<file path="config.mk">
export PLATFORM = sky130hd
export DESIGN_NAME = mmc_cap_voltage_sorter
export DESIGN_NICKNAME = d
export VERILOG_FILES = /design/src/rtl/mmc_sort_pkg.sv /design/src/rtl/fp_key_cmp.sv /design/src/rtl/mmc_cap_voltage_sorter.sv
export SDC_FILE = /design/constraint.sdc
export NUM_CORES = 2
export LEC_CHECK = 0
export ABC_AREA = 1
export CORE_UTILIZATION = 54
export CTS_CLUSTER_DIAMETER = 30
export DETAILED_ROUTE_END_ITERATION = 6
export PLACE_DENSITY = 0.72
export SYNTH_ARGS = -nofsm -noshare
export SYNTH_HDL_FRONTEND = slang
export SYNTH_SLANG_ARGS = --single-unit
</file>
<file path="constraint.sdc">
create_clock -name clk -period 30.2 [get_ports clk]
set_input_delay 7.55 -clock clk [delete_from_list [all_inputs] [get_ports clk]]
set_output_delay 7.55 -clock clk [all_outputs]
set_load 0.01 [all_outputs]
</file>
<file path="src/rtl/mmc_sort_pkg.sv">
// mmc_sort_pkg: shared constants, binary32 container type and the
// float-to-unsigned sort key used by the MMC capacitor voltage sorter.
package mmc_sort_pkg;

  localparam int N_SM = 12;  // submodules per arm
  localparam int FP_W = 32;  // IEEE-754 binary32
  localparam int N_W  = 3;   // width of insertion count n

  typedef logic [FP_W-1:0] fp_t;

  // Key of +0.0; every value with the sign bit set maps strictly below it.
  localparam fp_t KEY_POS_ZERO = 32'h8000_0000;

  // Map a binary32 bit pattern onto an unsigned key whose integer order
  // matches float order (-0 sorts below +0, NaNs by bit pattern).
  function automatic fp_t fp_key(input fp_t x);
    fp_t k;
    if (x[FP_W-1]) begin
      k = ~x;
    end else begin
      k = x ^ KEY_POS_ZERO;
    end
    return k;
  endfunction

endpackage

</file>
<file path="src/rtl/fp_key_cmp.sv">
// fp_key_cmp: decides whether operand a precedes operand b in the
// insertion order. Charging prefers the lower voltage, discharging the
// higher one; equal keys fall back to the submodule index (A_LOWER set
// when a's index is below b's).
module fp_key_cmp
  import mmc_sort_pkg::*;
#(
  parameter bit A_LOWER = 1'b1
) (
  input  logic [FP_W-1:0] a_i,
  input  logic [FP_W-1:0] b_i,
  input  logic            dis_i,
  output logic            precedes_o
);

  fp_t  ka_s;
  fp_t  kb_s;
  logic strict_s;

  // Key both operands, strict compare in the arm direction, then tie-break.
  always_comb begin
    ka_s = fp_key(a_i);
    kb_s = fp_key(b_i);
    if (dis_i) begin
      strict_s = (ka_s > kb_s);
    end else begin
      strict_s = (ka_s < kb_s);
    end
    precedes_o = strict_s | ((ka_s == kb_s) & A_LOWER);
  end

endmodule

</file>
<file path="src/rtl/mmc_cap_voltage_sorter.sv">
// mmc_cap_voltage_sorter: capacitor-voltage balancing sorter for one MMC
// arm. Stage 1 registers V1..V12, the current direction and n; stage 2
// registers M, where M[k] is set when fewer than n submodules precede k.
// Optional build macro MMC_SORT_VALID_EN adds in_valid/out_valid; stages
// then load only on valid data and M holds otherwise.
module mmc_cap_voltage_sorter
  import mmc_sort_pkg::*;
(
  input  logic            clk,
  input  logic            rst,
`ifdef MMC_SORT_VALID_EN
  input  logic            in_valid,
  output logic            out_valid,
`endif
  input  logic [FP_W-1:0] V1,
  input  logic [FP_W-1:0] V2,
  input  logic [FP_W-1:0] V3,
  input  logic [FP_W-1:0] V4,
  input  logic [FP_W-1:0] V5,
  input  logic [FP_W-1:0] V6,
  input  logic [FP_W-1:0] V7,
  input  logic [FP_W-1:0] V8,
  input  logic [FP_W-1:0] V9,
  input  logic [FP_W-1:0] V10,
  input  logic [FP_W-1:0] V11,
  input  logic [FP_W-1:0] V12,
  input  logic [FP_W-1:0] I,
  input  logic [N_W-1:0]  n,
  output logic [N_SM:1]   M
);

  fp_t                        v_s [N_SM];
  fp_t                        v_q [N_SM];
  logic                       dis_s;
  logic                       dis_q;
  logic [N_W-1:0]             n_q;
  logic [N_SM-1:0][N_SM-1:0]  prec_s;   // prec_s[j][k]: j precedes k
  logic [3:0]                 rank_s [N_SM];
  logic [N_SM-1:0]            m_d;
  logic [N_SM-1:0]            m_q;
  logic                       load1_s;
  logic                       load2_s;

  assign v_s[0]  = V1;
  assign v_s[1]  = V2;
  assign v_s[2]  = V3;
  assign v_s[3]  = V4;
  assign v_s[4]  = V5;
  assign v_s[5]  = V6;
  assign v_s[6]  = V7;
  assign v_s[7]  = V8;
  assign v_s[8]  = V9;
  assign v_s[9]  = V10;
  assign v_s[10] = V11;
  assign v_s[11] = V12;

  // A negative current (sign set, -0.0 included) keys below +0.0.
  assign dis_s = (fp_key(I) < KEY_POS_ZERO);

`ifdef MMC_SORT_VALID_EN
  logic vld1_q;
  logic vld2_q;

  assign load1_s   = in_valid;
  assign load2_s   = vld1_q;
  assign out_valid = vld2_q;

  // Valid flag travels alongside the data, two clocks deep.
  always_ff @(posedge clk or posedge rst) begin
    if (rst) begin
      vld1_q <= 1'b0;
      vld2_q <= 1'b0;
    end else begin
      vld1_q <= in_valid;
      vld2_q <= vld1_q;
    end
  end
`else
  assign load1_s = 1'b1;
  assign load2_s = 1'b1;
`endif

  // Stage 1: capture voltages, arm direction and insertion count.
  always_ff @(posedge clk or posedge rst) begin
    if (rst) begin
      for (int k = 0; k < N_SM; k++) begin
        v_q[k] <= '0;
      end
      dis_q <= 1'b0;
      n_q   <= '0;
    end else if (load1_s) begin
      for (int k = 0; k < N_SM; k++) begin
        v_q[k] <= v_s[k];
      end
      dis_q <= dis_s;
      n_q   <= n;
    end
  end

  // One comparator per ordered pair; a submodule never precedes itself.
  for (genvar j = 0; j < N_SM; j++) begin : g_row
    for (genvar k = 0; k < N_SM; k++) begin : g_col
      if (j != k) begin : g_cmp
        fp_key_cmp #(
          .A_LOWER (j < k)
        ) u_cmp (
          .a_i        (v_q[j]),
          .b_i        (v_q[k]),
          .dis_i      (dis_q),
          .precedes_o (prec_s[j][k])
        );
      end else begin : g_self
        assign prec_s[j][k] = 1'b0;
      end
    end
  end

  // Rank of each submodule is the count of those preceding it; the n
  // best-ranked submodules are inserted.
  always_comb begin
    for (int k = 0; k < N_SM; k++) begin
      rank_s[k] = 4'd0;
      for (int j = 0; j < N_SM; j++) begin
        rank_s[k] = rank_s[k] + {3'd0, prec_s[j][k]};
      end
      m_d[k] = (rank_s[k] < {1'b0, n_q});
    end
  end

  // Stage 2: register the insertion mask.
  always_ff @(posedge clk or posedge rst) begin
    if (rst) begin
      m_q <= '0;
    end else if (load2_s) begin
      m_q <= m_d;
    end
  end

  assign M = m_q;

endmodule

</file>
---- Word-level counts from Yosys, hierarchy flattened ----
Index checks and enable logic that the tools add are counted.
W data, S select, Z words.
storage, ports and cells
  flip-flop bits (word level) ............. 400
  latch bits .............................. 0
  RAM bits ................................ 0
  ROM bits ................................ 0
  bits of input ports ..................... 421
  output and inout bits ................... 12
  word-level logic and storage cells ...... 715
  memories ................................ 0
cells by class
  $add $sub $neg .......................... 120
  multiply operators ...................... 0
  divide/modulo/power cells ............... 0
  $lt $le $gt $ge ......................... 277
  equal/unequal tests ..................... 66
  shift operators ......................... 0
  multiplexer cells ....................... 145
  bitwise gates (word level) .............. 92
  reductions and logical operators ........ 0
operators by type and width
  cell                    count
  $gt A32 B32 Y1          132
  $lt A32 B32 Y1          132
  $eq A32 B32 Y1          66
  $mux W32                13
  $not A32 Y32            13
  $add A4 B1 Y4           84
  $mux W1                 132
  $or A1 B1 Y1            66
  $add A3 B1 Y4           12
  $lt A4 B3 Y1            12
  $add A2 B1 Y3           12
  $lt A32 B32 Y1 const B  1
  $add A1 B1 Y2           12
  $not A1 Y1              13

---- Logic depth before layout (Yosys ltp) ----
  depth after elaboration ................. 16
  depth in mapped cells ................... 34

---- Cells and area by module ----
From an unflattened synthesis, not the netlist that was laid out.
unflattened totals
  cells, all modules ...................... 24,836
  area, all modules ....................... 193,027.6 um^2
modules (own cells, without submodules)
  module                                            instances  cells each  area each (um^2)
  fp_key_cmp at g_row[10].g_col[0].g_cmp.u_cmp ...  66         185         1,361.3
  fp_key_cmp at g_row[0].g_col[10].g_cmp.u_cmp ...  66         179         1,360.1
  mmc_cap_voltage_sorter                            1          812         13,417.9

---- Worst setup path before layout ----
No wires, ideal clock.
  path kind ............................... flip-flop to output port
  from .................................... reg m_q[9] (netlist: M[10])
  to ...................................... out M[10] (netlist name)
  data arrival time ....................... 0.376 ns
  data required time ...................... 22.650 ns
  path slack .............................. 22.274 ns
  stages on the path, launching flop included .. 1
  buffers on the path ..................... 0
  cell sequence ........................... dfrtp_1
RTL lines
  element                 line                           text
  start, declared         mmc_cap_voltage_sorter.sv:40   logic [N_SM-1:0] m_q;
  start signal, assigned  mmc_cap_voltage_sorter.sv:135  m_q <= m_d;
  end, declared           mmc_cap_voltage_sorter.sv:29   output logic [N_SM:1] M
No word-level cell between the ends.

==> metrics.txt <==
status finished with violations; failing checks DRC, capacitance limit, slew limit; Std-Cell Rows 128; Critical Path Start rst; sw power 2026 uW; Worst R2R Start v_q[255]; Clock power frac 23.7%; fraction of layout cells with a size suffix above 1 5.766%; # IOs 433; hold_ws 0.9280 ns; Worst setup endpoint v_q[351]; Sw Ratio 49.04%; NumNets Final 11790; PwrDens 53.34 nW/um^2; Commonest cells post-synth 1992 x ha_1, 1889 x nand2_1, 987 x inv_1; Initial DRC Count 10490; RSZ-0062 raised after global routing false; Peak Freq 104.6 MHz; crit end category async pin; Final ANT Viol Nets 0; startpoint types input pin; area of the mapped netlist 66290 sq um; initial antenna violation count 20; sequential fraction of the synthesis area 15.10%; gpl congestion 1.173; Post-synth EDFFs 0; Critical Path AT 10.14 ns; CTS Buf Count 83; Max Clock Skew 0.04756 ns; vias per inst 6.559; final setup fails 0; core area 121700 sq um; Clock Sinks 400; worst-case reg-to-reg path depth 24; Area Overhead vs Synth 16.82%; Worst IR Drop VDD 0.06067 mV; Die ar. 124200 sq um; CTS tree yes; Slew @ Worst Pin 1.678 ns; Gate Count Post-Synth 8625; Congestion Overflow GR 0; Max-slew headroom -12.86%; Crit Path Category input pin to async pin; combinational share of power 61.7%; root buf cell clkbuf_16; Flop pwr share 14.6%; Worst R2R End M[5]; Pint 2105 uW; Port Buffers 401; DRC 3; via count 72160; Pre-Repair DR Iteration Count 7; Clock Pin Slew Worst Setup and Hold Paths 0.04 ns; r2r setup slk 20.73 ns; Setup Buffers After CTS 0; placed cell area 74430 sq um; period utilization 31.67%; critical path peak fanout 93; Max-Cap Viols 6; die width 352.4 um; Hold Vio Cnt, Final 0; final WL 352500 um; synth warn 0; top cell type by total area after synthesis ha_1; Req. time, crit path 30.78 ns; Pleak 0.04047 uW; WL/cell 32.04 um; number of global-route vias before repair 67850; max-slew violation count 8; Hold Path Class flop to flop; total global-route track usage 55.37%; Die H 352.4 um; maximum clock path buffer count 3; cts hold-fix bufs 0; setup TNS 0 ns; Seq cells post-synth 400; pin count of the biggest net entering global routing 129; ys flop type dfrtp_1; DP Wirelength 274700 um; largest cells by area after synthesis ha_1 38%, dfrtp_1 15%, nand2_1 11%, a21oi_1 7.4%, inv_1 5.6%; Final Cell Area 77440 sq um; Syn Area/Cell 7.686 sq um; most frequent cell after synthesis ha_1; Resized Gates After CTS 0; clock latency on the worst-skew pair 0.73 ns; WHS Path Cells 4; post-layout minimum cycle time 9.563 ns; final core utilization 63.62%; Post-synth ARST share 100.0%; synth unique cells 53; first-pass GRT wire length 486000 um; share of Yosys cell area claimed by the top area cell type 37.60%; net count after synthesis 11120; Initial Util 54.46%; H-tree levels 3
-- placed cells by master, fill, tap and decap left out, types with 8 or more instances in the layout --
| master | n |
|---|---|
| ha_1 | 1992 |
| nand2_1 | 1889 |
| inv_1 | 985 |
| a21oi_1 | 981 |
| nor2_1 | 422 |
| clkdlybuf4s50_1 | 401 |
| dfrtp_1 | 387 |
| xnor2_1 | 313 |
| o21ai_0 | 311 |
| buf_4 | 276 |
| nand3_1 | 237 |
| nand4_1 | 227 |
| nor3_1 | 106 |
| fa_1 | 84 |
| clkbuf_16 | 84 |
| a211oi_1 | 78 |
| o211ai_1 | 65 |
| o21a_1 | 53 |
| nor4_1 | 48 |
| xnor2_2 | 48 |
| o21bai_1 | 30 |
| xor2_1 | 27 |
| o221ai_1 | 26 |
| a31oi_1 | 22 |
| a21o_1 | 21 |
| nand3b_1 | 20 |
| a221oi_1 | 17 |
| nor4_2 | 16 |
| a41oi_1 | 13 |
| a21boi_0 | 13 |
| clkinv_2 | 12 |
| bufinv_16 | 12 |
| clkinvlp_4 | 12 |
| diode_2 | 11 |
| nor3b_1 | 11 |
| and3_1 | 9 |
| clkbuf_8 | 9 |
| clkbuf_1 | 9 |
| dfrtp_2 | 9 |
| a31o_2 | 8 |
-- stage by stage --
| step | setup slack, ns | instances | total power (uW) |
|---|---|---|---|
| after detailed placement | 19.90 | 10840 | 3011 |
| after floorplan | 11.53 | 8625 | 2120 |
| after global routing | 20.22 | 10990 | 4374 |
| after CTS | 20.53 | 10990 | 4007 |
| after global placement | 20.03 | 10840 | 2902 |
| final | 20.64 | 11000 | 4131 |
-- power by group through the flow --
stage	Clock, uW	Sequential (uW)	Combinational [uW]
after floorplan	0	604	1520
after detailed placement	0	611	2400
after CTS	982	604	2420
final	978	605	2550
after global placement	0	610	2290
after global routing	1010	606	2760
-- worst min-delay path by stage --
stage             to  startpoint  slack, ns
6_report        M[7]      n_q[2]       0.93
5_1_grt         M[2]      n_q[2]       0.96
4_1_cts         M[7]      n_q[2]       0.93
3_5_place_dp    M[7]      n_q[2]       0.93
3_3_place_gp    M[7]      n_q[2]       0.91
2_1_floorplan  M[11]      n_q[0]       0.62
-- cell families (layout without fill, tap and decap cells) --
group / after synthesis / in the layout / synth area share, %
AO/OA/AOI/OAI: 1663 / 1663 / 14.02
buffers and inverters: 1085 / 1826 / 6.361
flip-flops: 400 / 400 / 15.10
AND/OR/NAND/NOR: 3007 / 3007 / 19.09
other: 0 / 11 / 0
adder cells (fa/ha/maj): 2076 / 2076 / 40.13
XOR/XNOR: 394 / 394 / 5.296
-- registers in the layout (all words and copies together) (netlist names) --
register,count
M,12
dis_q,1
n_q,3
v_q,384
-- layer usage --
layer	routed length, um	GRT usage [%]	vias to the layer above
met4	49900	60.93	10
met5	59	0	-
met2	135100	77.53	5553
met1	119300	63.73	33350
li1	-	-	31390
met3	48080	17.08	1854
-- worst max-delay path, stage by stage --
cell and delay (ns):
clkdlybuf4s50_1 0.51, inv_8 0.48, buf_4 0.61, buf_4 0.82
-- area by class of cell --
cell class,count,area (sq um)
antenna,11,27.53
clock buffer,102,2260
inverter,994,3739
sequential,400,10040
multi-input combinational,7140,52530
tap,1625,2033
timing repair buffer,678,6106
clock inverter,52,709.4
fill,10490,44280
(Power assumes the default switching activity.)
